`config.mk`:
```
export PLATFORM = sky130hd
export DESIGN_NAME = t05_sd_sched
export DESIGN_NICKNAME = d
export VERILOG_FILES = /design/src/rtl/t05_sd_sched.sv
export SDC_FILE = /design/constraint.sdc
export NUM_CORES = 1
export LEC_CHECK = 0
export CORE_UTILIZATION = 52
export CTS_BUF_LIST = sky130_fd_sc_hd__clkbuf_4
export DETAILED_ROUTE_END_ITERATION = 16
export PLACE_DENSITY = 0.88
export SETUP_SLACK_MARGIN = 0.05
export SYNTH_ARGS = -nofsm -noshare
export SYNTH_HDL_FRONTEND = slang
export SYNTH_SLANG_ARGS = --single-unit
```
`constraint.sdc`:
```
create_clock -name clk -period 5.6 [get_ports clk]
set_input_delay 1.12 -clock clk [delete_from_list [all_inputs] [get_ports clk]]
set_output_delay 1.12 -clock clk [all_outputs]
set_load 0.005 [all_outputs]
```
`src/rtl/t05_sd_sched.sv`:
```
`default_nettype none
// t05_sd_sched (rev 1.0): tick-paced scheduler/arbiter between block clients and the t05_SPI SD engine.
// Optional: define T05_SD_SCHED_TIMEOUT_EN to add a 64-tick WR_END timeout reported on err.
module t05_sd_sched #(
  parameter int SCLK_DIV    = 4,
  parameter int BLOCK_BYTES = 512,
  parameter int INIT_TICKS  = 1024
) (
  input  logic        clk,
  input  logic        rst,
  input  logic        rd_req,
  input  logic [31:0] rd_addr,
  output logic        rd_valid,
  output logic [7:0]  rd_data,
  output logic        rd_last,
  input  logic        wr_req,
  input  logic [31:0] wr_addr,
  input  logic [7:0]  wr_data,
  output logic        wr_ready,
  output logic        wr_done,
`ifdef T05_SD_SCHED_TIMEOUT_EN
  output logic        err,
`endif
  output logic        busy,
  output logic        spi_serial_clk,
  output logic        spi_read_en,
  output logic        spi_write_en,
  output logic        spi_read_stop,
  output logic [31:0] spi_read_address,
  output logic [31:0] spi_write_address,
  output logic        spi_writebit,
  input  logic [7:0]  spi_read_output,
  input  logic        spi_finish
);

  localparam int DW = $clog2(SCLK_DIV);
  localparam int CW = $clog2(BLOCK_BYTES * 8) + 1;
  localparam int TW = ($clog2(INIT_TICKS) > 6) ? $clog2(INIT_TICKS) : 6;

  localparam logic [3:0] c_ST_INIT   = 4'd0;
  localparam logic [3:0] c_ST_IDLE   = 4'd1;
  localparam logic [3:0] c_ST_RDCMD  = 4'd2;
  localparam logic [3:0] c_ST_RDSTRM = 4'd3;
  localparam logic [3:0] c_ST_RDSTOP = 4'd4;
  localparam logic [3:0] c_ST_WRSW   = 4'd5;
  localparam logic [3:0] c_ST_WRCMD  = 4'd6;
  localparam logic [3:0] c_ST_WRBITS = 4'd7;
  localparam logic [3:0] c_ST_WREND  = 4'd8;
  localparam logic [3:0] c_ST_LOCKED = 4'd9;

  localparam logic [DW-1:0] c_DIV_LAST  = DW'(SCLK_DIV - 1);
  localparam logic [TW-1:0] c_INIT_LAST = TW'(INIT_TICKS - 1);
  localparam logic [TW-1:0] c_CMD_LAST  = TW'(47);
  localparam logic [TW-1:0] c_SLOT_PRE  = TW'(7);
  localparam logic [TW-1:0] c_SLOT_LAST = TW'(8);
  localparam logic [CW-1:0] c_BYTE_LAST = CW'(BLOCK_BYTES - 1);
  localparam logic [CW-1:0] c_BIT_LAST  = CW'(BLOCK_BYTES * 8 - 1);
`ifdef T05_SD_SCHED_TIMEOUT_EN
  localparam logic [TW-1:0] c_TO_LAST   = TW'(63);
`endif

  logic [DW-1:0] r_div;
  logic          w_tick;
  logic [3:0]    r_state;
  logic [TW-1:0] r_tcnt;
  logic [CW-1:0] r_bcnt;
  logic          r_last_grant_wr;
  logic [6:0]    r_shift;
  logic          w_grant_rd;
  logic          w_grant_wr;

  logic        r_rd_valid, r_rd_last, r_wr_ready, r_wr_done, r_busy;
  logic [7:0]  r_rd_data;
  logic        r_read_en, r_write_en, r_read_stop, r_writebit;
  logic [31:0] r_rd_addr, r_wr_addr;
`ifdef T05_SD_SCHED_TIMEOUT_EN
  logic        r_err;
  assign err = r_err;
`endif

  assign w_tick = (r_div == c_DIV_LAST);
  // Round-robin: on contention the side not served last wins; reset leaves "write" as last.
  assign w_grant_rd = rd_req && (!wr_req || r_last_grant_wr);
  assign w_grant_wr = wr_req && (!rd_req || !r_last_grant_wr);

  always_ff @(posedge clk) begin
    if (!rst) begin
      r_div <= '0;
    end else if (w_tick) begin
      r_div <= '0;
    end else begin
      r_div <= r_div + DW'(1);
    end
  end

  always_ff @(posedge clk) begin
    if (!rst) begin
      r_state         <= c_ST_INIT;
      r_tcnt          <= '0;
      r_bcnt          <= '0;
      r_last_grant_wr <= 1'b1;
      r_shift         <= '0;
      r_rd_valid      <= 1'b0;
      r_rd_last       <= 1'b0;
      r_rd_data       <= '0;
      r_wr_ready      <= 1'b0;
      r_wr_done       <= 1'b0;
      r_busy          <= 1'b0;
      r_read_en       <= 1'b0;
      r_write_en      <= 1'b0;
      r_read_stop     <= 1'b0;
      r_writebit      <= 1'b0;
      r_rd_addr       <= '0;
      r_wr_addr       <= '0;
`ifdef T05_SD_SCHED_TIMEOUT_EN
      r_err           <= 1'b0;
`endif
    end else begin
      r_rd_valid <= 1'b0;
      r_rd_last  <= 1'b0;
      r_wr_ready <= 1'b0;
      r_wr_done  <= 1'b0;
`ifdef T05_SD_SCHED_TIMEOUT_EN
      r_err      <= 1'b0;
`endif
      case (r_state)
        c_ST_INIT: if (w_tick) begin
          if (r_tcnt == c_INIT_LAST) begin
            r_state <= c_ST_IDLE;
            r_tcnt  <= '0;
          end else begin
            r_tcnt <= r_tcnt + TW'(1);
          end
        end
        c_ST_IDLE: if (w_tick) begin
          r_tcnt <= '0;
          if (w_grant_rd) begin
            r_state         <= c_ST_RDCMD;
            r_rd_addr       <= rd_addr;
            r_read_en       <= 1'b1;
            r_busy          <= 1'b1;
            r_last_grant_wr <= 1'b0;
          end else if (w_grant_wr) begin
            r_state         <= c_ST_WRSW;
            r_wr_addr       <= wr_addr;
            r_write_en      <= 1'b1;
            r_read_stop     <= 1'b1;
            r_busy          <= 1'b1;
            r_last_grant_wr <= 1'b1;
          end
        end
        c_ST_RDCMD: if (w_tick) begin
          if (r_tcnt == c_CMD_LAST) begin
            r_state   <= c_ST_RDSTRM;
            r_read_en <= 1'b0;
            r_tcnt    <= '0;
            r_bcnt    <= '0;
          end else begin
            r_tcnt <= r_tcnt + TW'(1);
          end
        end
        // 9-tick byte slot: read_en pulses on slot tick 8, byte captured on that same tick.
        c_ST_RDSTRM: if (w_tick) begin
          if (r_tcnt == c_SLOT_LAST) begin
            r_rd_data  <= spi_read_output;
            r_rd_valid <= 1'b1;
            r_rd_last  <= (r_bcnt == c_BYTE_LAST);
            r_read_en  <= 1'b0;
            r_tcnt     <= '0;
            if (r_bcnt == c_BYTE_LAST) begin
              r_state     <= c_ST_RDSTOP;
              r_read_stop <= 1'b1;
            end else begin
              r_bcnt <= r_bcnt + CW'(1);
            end
          end else begin
            r_read_en <= (r_tcnt == c_SLOT_PRE);
            r_tcnt    <= r_tcnt + TW'(1);
          end
        end
        c_ST_RDSTOP: if (w_tick) begin
          if (r_tcnt == c_CMD_LAST) begin
            r_state     <= c_ST_IDLE;
            r_read_stop <= 1'b0;
            r_busy      <= 1'b0;
            r_tcnt      <= '0;
          end else begin
            r_tcnt <= r_tcnt + TW'(1);
          end
        end
        c_ST_WRSW: if (w_tick) begin
          r_state     <= c_ST_WRCMD;
          r_read_stop <= 1'b0;
          r_tcnt      <= '0;
        end
        c_ST_WRCMD: if (w_tick) begin
          if (r_tcnt == c_CMD_LAST) begin
            r_state    <= c_ST_WRBITS;
            r_shift    <= wr_data[6:0];
            r_writebit <= wr_data[7];
            r_wr_ready <= 1'b1;
            r_bcnt     <= '0;
          end else begin
            r_tcnt <= r_tcnt + TW'(1);
          end
        end
        c_ST_WRBITS: if (w_tick) begin
          if (r_bcnt == c_BIT_LAST) begin
            r_state    <= c_ST_WREND;
            r_write_en <= 1'b0;
            r_writebit <= 1'b0;
            r_tcnt     <= '0;
          end else begin
            r_bcnt <= r_bcnt + CW'(1);
            if (r_bcnt[2:0] == 3'd7) begin
              r_shift    <= wr_data[6:0];
              r_writebit <= wr_data[7];
              r_wr_ready <= 1'b1;
            end else begin
              r_shift    <= {r_shift[5:0], 1'b0};
              r_writebit <= r_shift[6];
            end
          end
        end
        c_ST_WREND: begin
          if (spi_finish) begin
            r_state   <= c_ST_LOCKED;
            r_wr_done <= 1'b1;
            r_busy    <= 1'b0;
          end
`ifdef T05_SD_SCHED_TIMEOUT_EN
          else if (w_tick) begin
            if (r_tcnt == c_TO_LAST) begin
              r_state <= c_ST_LOCKED;
              r_err   <= 1'b1;
              r_busy  <= 1'b0;
            end else begin
              r_tcnt <= r_tcnt + TW'(1);
            end
          end
`endif
        end
        // The engine cannot leave its DONE state without reset, so neither can we.
        c_ST_LOCKED: r_busy <= 1'b0;
        default: r_state <= c_ST_IDLE;
      endcase
    end
  end

  assign spi_serial_clk    = w_tick;
  assign rd_valid          = r_rd_valid;
  assign rd_data           = r_rd_data;
  assign rd_last           = r_rd_last;
  assign wr_ready          = r_wr_ready;
  assign wr_done           = r_wr_done;
  assign busy              = r_busy;
  assign spi_read_en       = r_read_en;
  assign spi_write_en      = r_write_en;
  assign spi_read_stop     = r_read_stop;
  assign spi_writebit      = r_writebit;
  assign spi_read_address  = r_rd_addr;
  assign spi_write_address = r_wr_addr;

endmodule
`default_nettype wire

```
=== After elaboration in Yosys (flattened, before gate mapping) ===
Cells that the tools add are included.

* RAM bits: 0
* Bits in latches: 0
* Register bits: 118
* Memories: 0
* Output and inout bits: 82
* Memory bits (read-only): 0

* Bitwise operators: 3
* Reductions and logical operators: 36
* Eq/ne operators: 44
* Divide/modulo/power cells: 0
* Multiply operators: 0
* $lt $le $gt $ge: 0
* Multiplexer cells: 82
* Shifts and indexed selects: 0
* $add $sub $neg: 3

{| class="wikitable"
|+ Operators by type and width
! operator !! count
|-
| $mux W10 || 11
|-
| $mux W13 || 7
|-
| $mux W4 || 18
|-
| $pmux W10 S6 || 1
|-
| $ne A2 B2 Y1 const B || 22
|-
| $pmux W4 S10 || 1
|-
| $pmux W13 S3 || 1
|-
| $mux W7 || 5
|-
| $mux W1 || 31
|-
| $reduce_and A18 Y1 || 1
|-
| $reduce_and A6 Y1 || 3
|-
| $eq A4 B3 Y1 const B || 4
|-
| $pmux W7 S2 || 1
|-
| $add A13 B1 Y13 const B || 1
|-
| $eq A13 B12 Y1 const B || 1
|-
| $eq A13 B9 Y1 const B || 1
|-
| $reduce_and A3 Y1 || 4
|-
| $reduce_and A4 Y1 || 3
|-
| $add A10 B1 Y10 const B || 1
|-
| $eq A10 B10 Y1 const B || 1
|-
| $eq A10 B3 Y1 const B || 1
|-
| $eq A10 B4 Y1 const B || 1
|-
| $eq A10 B6 Y1 const B || 1
|-
| $reduce_and A10 Y1 || 1
|-
| 25 further kinds || 46
|}

=== Depth between registers and ports, before layout ===
* Word-level depth: 7
* Gate-level depth with buffers: 8
* Depth with buffers taken out: 7

=== Worst setup path before layout ===
No wires, ideal clock.

* Path type: in2reg
* From: input port spi_finish
* To: register r_state[2]
* Path buffers: 0
* Stages on the path: 5
* Path slack: 3.347 ns
* Data required time: 5.528 ns
* Arrival: 2.182 ns
* Path through: nor3b_1 o311ai_0 o2111ai_1 nor3_1 mux2i_1

* Longest elaborated chain between the ends: 2

{| class="wikitable"
|+ RTL lines
! item !! line !! source
|-
| from (decl) || 33 || <nowiki>input logic spi_finish</nowiki>
|-
| $ne A2 B2 Y1 (no source line) || n/a ||
|-
| $reduce_and A18 Y1 (no source line) || n/a ||
|-
| to (signal assigned) || 98 || <nowiki>r_state <= c_ST_INIT;</nowiki>
|-
| to (signal assigned) || 129 || <nowiki>r_state <= c_ST_IDLE;</nowiki>
|-
| to (signal assigned) || 138 || <nowiki>r_state <= c_ST_RDCMD;</nowiki>
|-
| to (decl) || 64 || <nowiki>logic [3:0] r_state;</nowiki>
|}

No other way between the ends.
A chain may end at the register's enable or synchronous reset.

==> reports/metrics.yaml <==
run_status:
  status: "complete, no violations"
yosys:
  synthTopCellsByCount: "nand2_1 (173), dfxtp_1 (118), a21oi_1 (75)"
  ys_seq_area_share_pct: 43.6
  synthTopCellsByArea: "dfxtp_1 (44%), nand2_1 (12%), a21oi_1 (6.9%), clkbuf_1 (3.3%), nor2_1 (2.5%)"
  syn_area_sq_mm: 0.00542
  synth-main-ff-cell: "dfxtp_1"
  synth_most_common_cell: "nand2_1"
  yosys.area.top_type_share_pct: 43.6
  ys_seq_elements: 118
  synth-edff-count: 0
  synth_warnings: 0
  yosysTopAreaCell: "dfxtp_1"
  syn_inst: 685
  async_flop_share_pct: 0
  syn_nets: 775
  synthDistinctLibCells: 64
  avgSynthCellArea_sq_um: 7.91
clock_tree:
  cts_tree: "done"
  cts-root-buf: "clkbuf_4"
  clock_path_buffers: 2
  cts.clk_slew.worst_paths_ns: 0.10
  h-tree-depth: 4
  cts_buffers: 17
  postCtsSetupRepairBufs: 0
  clk_latency_ns: 0.52
  cts_sinks: 118
  cts_resized: 0
  holdBufCountCts: 0
timing:
  worstMarginPinSlew_ns: 1.11
  setup_viol: 0
  hold_viol_final: 0
  max_slew_margin_pct: 25.8
  min_period_ns: 3.58
  rsz0062_at_grt: "no"
  skew_ns: 0.0158
  finalCritPeriodShare_pct: 63.8
  max_freq_mhz: 280
  fin_ws_ns: 2.02
  whs_ns: 0.448
  finalMaxSlewViolations: 0
  tns_ns: 0
routing:
  vias: 5668
  via_per_inst: 5.86
  drtPass1Iterations: 5
  wirelength_mm: 15.9
  wire_per_inst_um: 16.5
  drtAntennaViolNets: 0
  drc: 0
  dr.first_iter.drc_count: 622
power_and_ir_drop:
  internal-power_mw: 1.12
  switching_share_pct: 23.8
  pwr-share-comb_pct: 7.0
  seqPwrFrac_pct: 57.4
  peakVddDrop_v: 0.000199
  power_leakage_nw: 2.41
  pwr-share-clk_pct: 35.6
  switchingPower_uw: 351
  power_density_mw_per_mm2: 202
grt:
  grt_pass1_wl_mm: 26.2
  antenna_found_initial: 0
  grt.overflow.total: 0
  grt_use_total_pct: 30.1
  grt_pass1_vias: 5539
  grt_max_degree: 58
hold_path:
  min_path_type: "reg -> reg"
layout:
  antenna_cells: 0
  area_delta_synth_final_pct: 34.9
  final_util_pct: 73.4
  postLayoutCellArea_sq_mm: 0.00731
  drive_above_1_share_pct: 5.04
  fin_nets: 913
floorplan:
  num_io_pins: 167
  fp.dieArea_sq_mm: 0.0108
  initial_utilization_pct: 54.4
  die_x_um: 104
  dieHeight_um: 104
  rows: 36
  coreArea_sq_mm: 0.00995
worst_setup_path:
  cp_slowest_cell: "clkdlybuf4s50_1"
  start_kind: "input port"
  cp_data_arrival_time_ns: 3.99
  crit_chain: "clkdlybuf4s50_1 > inv_2 > nor2_1 > o21ai_1 > o311ai_0"
  cp_max_fo: 45
  slowest_delay_ns: 1.10
  worstSetupPathType: "in -> reg"
  endpoint_kind: "flip-flop"
  cp.required_ns: 6.01
job:
  max-cap-violations: 0
placement:
  dp_hpwl_mm: 11.2
  dpl-instance-area_sq_mm: 0.00708
  gp_congestion: 0.894
  portBuffers: 166
  place_ws_ns: 1.59
==> power by group through the flow <==
stage          logic (mW)  clock network [mW]  registers, mW
3_5_place_dp        0.102                   0          0.866
6_report            0.104               0.525          0.846
4_1_cts             0.102               0.538          0.846
5_1_grt             0.111               0.579          0.847
2_1_floorplan      0.0323                   0          0.865
3_3_place_gp       0.0999                   0          0.865
==> per-layer routing <==
layer	GRT usage (%)	wire (um)	vias to the layer above
met5	0	0	-
met4	13.0	378	0
met1	34.6	6210	2592
met3	10.2	1600	38
li1	-	-	2722
met2	50.7	7730	316
==> cell usage in the layout, fill, tap and decap left out, types with 7 or more instances in the layout <==
cell type	instances
mux2i_1	12
a21oi_1	75
clkdlybuf4s50_1	166
clkbuf_4	19
nor3_1	10
o311ai_0	8
nor2_1	36
nand2b_1	7
o211ai_1	11
nand2_1	173
o21ai_0	26
inv_1	12
dfxtp_1	118
and3_1	10
a311oi_1	12
nand4_1	13
nand3_1	12
==> layout make-up <==
| cell class | count | area [sq um] |
|---|---|---|
| inverter | 13 | 48.8 |
| sequential | 118 | 2360 |
| timing repair buffer | 170 | 1690 |
| clock inverter | 11 | 87.6 |
| tap | 133 | 166 |
| clock buffer | 19 | 143 |
| fill | 729 | 2650 |
| multi-input combinational | 503 | 2810 |
==> sequential cells by signal, indices dropped and copies added, names as in the netlist, 2 cells and up <==
register           count
r_tcnt                10
r_shift                7
rd_data                8
r_state                4
r_bcnt                13
spi_write_address     32
spi_read_address      32
r_div                  2
==> path summary, 6_finish.rpt <==
path | from | to | slack (ns) | cells past startpoint
worst min register to register | r_div[0] | r_div[0] | 0.45 | 1
worst min-delay path | r_div[0] | r_div[0] | 0.45 | 1
worst max register to register | r_state[2] | r_bcnt[5] | 2.67 | 4
worst max-delay path | rst | r_tcnt[2] | 2.02 | 5
==> logic make-up (layout without fill, tap and decap cells) <==
logic type	after synthesis	after routing	synth area share, %
simple gates	303	303	26.1
fa+ha+maj	5	5	1.15
compound gates	181	181	21.9
xor+xnor	1	1	0.162
mux	13	13	2.43
buf+inv	64	213	4.57
flops	118	118	43.6
==> stage by stage <==
stage	power (mW)	instances
finish	1.47	967
global route	1.54	967
CTS	1.49	967
detailed placement	0.967	937
global placement	0.965	937
floorplan	0.897	685
==> worst max-delay path, delay by kind of cell <==
| kind | cells | cell delay, ns |
|---|---|---|
| and+or+nand+nor | 1 | 0.49 |
| AOI/OAI and AO/OA | 2 | 0.66 |
| buffers and inverters | 2 | 1.69 |
No activity file was read; power rests on OpenSTA's default activity.
==> patch 1: new RTL, same settings <==
`SCLK_DIV`: 4 -> 16.
--- a/src/rtl/t05_sd_sched.sv
+++ b/src/rtl/t05_sd_sched.sv
@@ -4,3 +4,3 @@
 module t05_sd_sched #(
-  parameter int SCLK_DIV    = 4,
+  parameter int SCLK_DIV    = 16,
   parameter int BLOCK_BYTES = 512,
Behaviour: not the same (a bounded check fails within 4 cycles, from zero or initial values and one cycle with rst low).
==> patch 1 against the unedited design <==
Area after synthesis fell by 5.8%; clock power up 23%; worst setup slack improved by 0.18 ns; final area shrank 3.5%; first-iteration DRC count shrank 38%; global-route usage decreased by 2.7 points; worst hold slack better by 0.012 ns; sequential power increased by 1%; register-to-register slack lost 0.21 ns; total power increased by 7.4%; critical path depth shrank 1; wire length is 12% lower; sequential cell count is 2 higher; count of clock-buffer cells in the layout decreased by 1; highest routed layer unchanged.
==> patch 1: results (changes against the unedited design) <==
| Metric | Value |
|---|---|
| Share of cells above drive strength 1 | `0.0599 (+0.00959)` |
| Share of the yosys chip area belonging to registers | `0.471 (+0.0346)` |
| Clock latency on the worst-skew pair | `approximately 0.53 ns` |
| Syn_nets | `714 (-7.9%)` |
| Main synth FF type | `dfxtp_1` |
| Grt ovf | `0 (unchanged)` |
| Post_cts resized | `0 (unchanged)` |
| R2R depth | `6 (+2)` |
| H-tree levels | `4 (unchanged)` |
| Root Buffer | `clkbuf_4` |
| Largest net degree at the start of global routing | `54 (-6.9%)` |
| R2r endpoint | `r_bcnt[12]$_SDFFE_PN0P_` |
| Lkg Pwr | `2.40 nW (-0.46%)` |
| Worst-path fanout max | `7 (-84%)` |
| Status | `finished clean` |
| Yosys warns | `0 (unchanged)` |
| Slew @ Worst Pin | `1.15 ns (+0.0382 ns)` |
| First-pass GRT wire length | `21.9 mm (-16%)` |
| Largest cells by area after synthesis | `dfxtp_1 (47%), nand2_1 (11%), a21oi_1 (7.7%)` |
| GPL Wtd Cong | `0.932 (+4.2%)` |
| # diodes | `0 (unchanged)` |
| Post-CTS Setup Repair Bufs | `0 (unchanged)` |
| Vias in the first global route | `4,603 (-17%)` |
| Routed WL | `13.9 mm (-12%)` |
| Async set-or-reset flop fraction in the synthesized netlist | `0 (unchanged)` |
| Min-Delay Path Class | `reg2reg` |
| Gr usage total | `0.273 (-0.0273)` |
| Flop-to-flop setup slack | `2.46 ns (-0.21 ns)` |
| CTS Buf Count | `17 (unchanged)` |
| Initial antenna violation count | `0 (unchanged)` |
| # nets final | `861 (-5.7%)` |
| Min-delay src | `spi_write_address[13]$_SDFFE_PN0P_` |
| Hold depth | `2 (+1)` |
| Clock Path Buffers | `2 (unchanged)` |
| Port Buf Inserts | `166 (unchanged)` |
| Drt pass-1 iters | `5 (unchanged)` |
| Worst VDD drop | `145 uV (-27%)` |
| Initial DRC Count | `387 (-38%)` |
| Hpwl dp | `9.94 mm (-11%)` |
| Hold_ws | `0.460 ns (+0.0120 ns)` |
| Fin Clk Skew | `0.0208 ns (+0.00496 ns)` |
| Yosys cell types | `60 (-6.3%)` |
| Hold path endpoint | `spi_write_address[13]$_SDFFE_PN0P_` |
| Clock-pin slew on the worst setup and hold paths | `0.12 ns (+0.02 ns)` |
| Post-synth top cells | `nand2_1 (155), dfxtp_1 (120), a21oi_1 (79)` |
| Worst reg2reg path startpoint | `r_state[3]$_SDFFE_PN0P_` |
| Fillers | `670 (-8.1%)` |
| Vias | `4,958 (-13%)` |
[patch 1: changes by cell type in the layout (fill, tap and decap cells not counted), sizes merged, moves of 7 or more]
| cell | change |
|---|---|
| nand2 | -17 |
| nand3 | +7 |
| nor2 | +16 |
| o211ai | -8 |
| o21ai | -11 |
| o311ai | -9 |
| xor2 | +17 |
[patch 1: where the power goes]
group	internal, mW	switching, mW
Sequential	0.855	0.00165
Clock	0.281	0.364
Combinational	0.0555	0.0265
Total	1.19	0.392
[patch 1: how the worst max path moves through the flow]
stage / to / slack (ns) / cells past startpoint / start
global placement: spi_read_address[15]$_SDFFE_PN0P_ / 2.22 / 5 / rd_req
detailed placement: spi_read_address[17]$_SDFFE_PN0P_ / 2.04 / 5 / rd_req
floorplan: r_state[1]$_SDFFE_PN0P_ / 3.37 / 7 / wr_req
global route: spi_serial_clk / 2.09 / 4 / r_div[0]$_SDFF_PP0_
CTS: spi_serial_clk / 2.19 / 4 / r_div[0]$_SDFF_PP0_
finish: spi_serial_clk / 2.20 / 4 / r_div[0]$_SDFF_PP0_
[patch 1: cell type report]
type	instances	area share
Multi-Input combinational cell	452	0.350
Sequential cell	120	0.341
Clock buffer	18	0.0192
Tap cell	129	0.0229
Clock inverter	14	0.0233
Timing Repair Buffer	167	0.237
Inverter	13	0.00692
[patch 1: worst max-delay path: stages, from the launching register on]
cell and delay [ns]:
dfxtp_1 0.39, ha_1 0.22, nand3_1 0.28, inv_1 0.31, clkdlybuf4s50_1 0.56
[patch 1: logic make-up (layout without fill, tap and decap cells)]
kind of cell	after synthesis	count (layout)	share of synthesized area
XOR/XNOR	21	21	0.0360
adder cells (fa/ha/maj)	5	5	0.0123
buffers and inverters	52	212	0.0461
AO/OA/AOI/OAI	127	127	0.150
AND/OR/NAND/NOR	288	288	0.264
flip-flops	120	120	0.471
multiplexers	11	11	0.0216
[patch 1: routing by layer]
metal / vias to the layer above / GRT usage / part of all wire
met4: 0 / 0.116 / 0.029
met2: 185 / 0.475 / 0.50
met3: 38 / 0.0721 / 0.069
met1: 2306 / 0.317 / 0.40
met5: - / 0 / 0
li1: 2429 / - / -
[patch 1: metrics by stage]
step	cells	setup slack [ns]	instance area [sq um]	power, mW	utilization
after global placement	881	2.22	6750	0.956	0.720
after detailed placement	881	2.04	6750	0.957	0.720
final	913	2.20	7050	1.58	0.752
after CTS	913	2.19	7050	1.59	0.752
after global routing	913	2.09	7050	1.64	0.752
after floorplan	624	3.37	5100	0.893	-
==> patch 2: new RTL, same flow settings <==
Without the edit above. Make the reset (`rst`) asynchronous in 2 clocked blocks.
--- a/src/rtl/t05_sd_sched.sv
+++ b/src/rtl/t05_sd_sched.sv
@@ -85,3 +85,3 @@
 
-  always_ff @(posedge clk) begin
+  always_ff @(posedge clk or negedge rst) begin
     if (!rst) begin
@@ -95,3 +95,3 @@
 
-  always_ff @(posedge clk) begin
+  always_ff @(posedge clk or negedge rst) begin
     if (!rst) begin
Check against the original RTL: differs if rst is asserted again (counterexample within 4 cycles, from zero or initial values and one cycle with rst low); with rst held inactive, the same outputs for 10 cycles.
==> patch 2 against the unedited design <==
Wire length shrank 8.3%; worst setup slack gained 0.34 ns; largest cell class is now registers; sequential power grew 0.7%; worst hold slack lost 0.0084 ns; clock power grew 31%; global-route usage shrank 2.4 points; total power grew 9.8%; final cell count shrank 20%; final area grew 3.4%; critical path type is now reg2out; first-iteration DRC count shrank 42%; area after synthesis grew 1.4%; largest power group unchanged; critical endpoint is now spi_serial_clk; sequential cell count is the same; core utilization grew 0.12 points.
==> patch 2: results (changes against the unedited design) <==
| Metric | Value |
|---|---|
| GPL Wtd Cong | `0.876 (-2.1%)` |
| Largest cells by area after synthesis | `dfrtp_1 (53%), mux2_2 (15%), a21oi_1 (2.6%)` |
| Slew @ Worst Pin | `1.04 ns (-0.0699 ns)` |
| Async set-or-reset flop fraction in the synthesized netlist | `1.00 (+1.00)` |
| Main synth FF type | `dfrtp_1` |
| Root Buffer | `clkbuf_4` |
| Cells after synthesis | `464 (-32%)` |
| Yosys cell types | `63 (-1.6%)` |
| R2r endpoint | `r_bcnt[10]$_DFFE_PN0P_` |
| Fin Clk Skew | `0.0199 ns (+0.00404 ns)` |
| Post-CTS Setup Repair Bufs | `0 (unchanged)` |
| Vias in the first global route | `4,585 (-17%)` |
| Vias | `4,484 (-21%)` |
| Share of the yosys chip area belonging to registers | `0.538 (+0.102)` |
| CP max stage delay | `0.63 ns (-0.47 ns)` |
| Status | `finished clean` |
| Hpwl dp | `10.3 mm (-7.8%)` |
| Xor/xnor share of the synthesized area | `0.00159 (-0.0000225)` |
| First-pass GRT wire length | `23.3 mm (-11%)` |
| Share of cells above drive strength 1 | `0.200 (+0.149)` |
| Dpl ws | `2.19 ns (+0.596 ns)` |
| Setup crit start | `r_div[0]$_DFF_PN0_` |
| Worst-path fanout max | `14 (-69%)` |
| # nets final | `718 (-21%)` |
| Drt pass-1 iters | `4 (-1)` |
| Flop-to-flop setup slack | `2.69 ns (+0.02 ns)` |
| Initial DRC Count | `363 (-42%)` |
| Post-Layout Cell Count | `777 (-20%)` |
| Setup TNS | `0 ns (unchanged)` |
| Worst VDD drop | `162 uV (-19%)` |
| Worst setup path endpoint | `spi_serial_clk` |
| Adder-cell share of the synthesized area | `0.0114 (-0.000160)` |
| Hold_ws | `0.439 ns (-0.00843 ns)` |
| WP data arrival | `2.11 ns (-1.88 ns)` |
| Gr usage total | `0.277 (-0.0236)` |
| Yosys warns | `0 (unchanged)` |
| Slowest cell on crit path | `clkdlybuf4s50_1` |
| Compound-cell area share of the yosys netlist | `0.114 (-0.106)` |
| Placed cell count | `745 (-20%)` |
| R2R depth | `6 (+2)` |
| DP Area | `0.00724 sq mm (+2.2%)` |
| Min-delay src | `r_div[0]$_DFF_PN0_` |
| PnR worst setup slack | `2.37 ns (+0.342 ns)` |
| Hold path endpoint | `r_div[0]$_DFF_PN0_` |
| Mux cell area share after synthesis | `0.166 (+0.142)` |
[patch 2: cell families after synthesis]
| logic type | after synthesis |
|---|---|
| buffers and inverters | 32 |
| muxes | 82 |
| adders and majority gates | 5 |
| xor gates and xnor gates | 1 |
| and+or+nand+nor | 133 |
| AOI/OAI and AO/OA | 93 |
| DFF | 118 |
[patch 2: power by group]
part	switching, mW	internal [mW]	total (mW)
combinational	0.0277	0.0529	0.0807
sequential	0	0.852	0.852
clock	0.367	0.320	0.687
[patch 2: layout make-up]
cell class / instances / area, sq um
Timing Repair Buffer: 168 / 1670
Inverter: 9 / 33.8
Sequential cell: 118 / 2950
Tap cell: 136 / 170
Clock buffer: 17 / 128
Clock inverter: 15 / 193
Fill cell: 673 / 2720
Multi-Input combinational cell: 314 / 2400
[patch 2: per-layer routing]
layer  vias up  GRT usage  wire length (um)
met4         0      0.105               378
li1       2022          -                 -
met2       206      0.486              7590
met5         -          0                 0
met3        40     0.0979              1230
met1      2216      0.308              5400
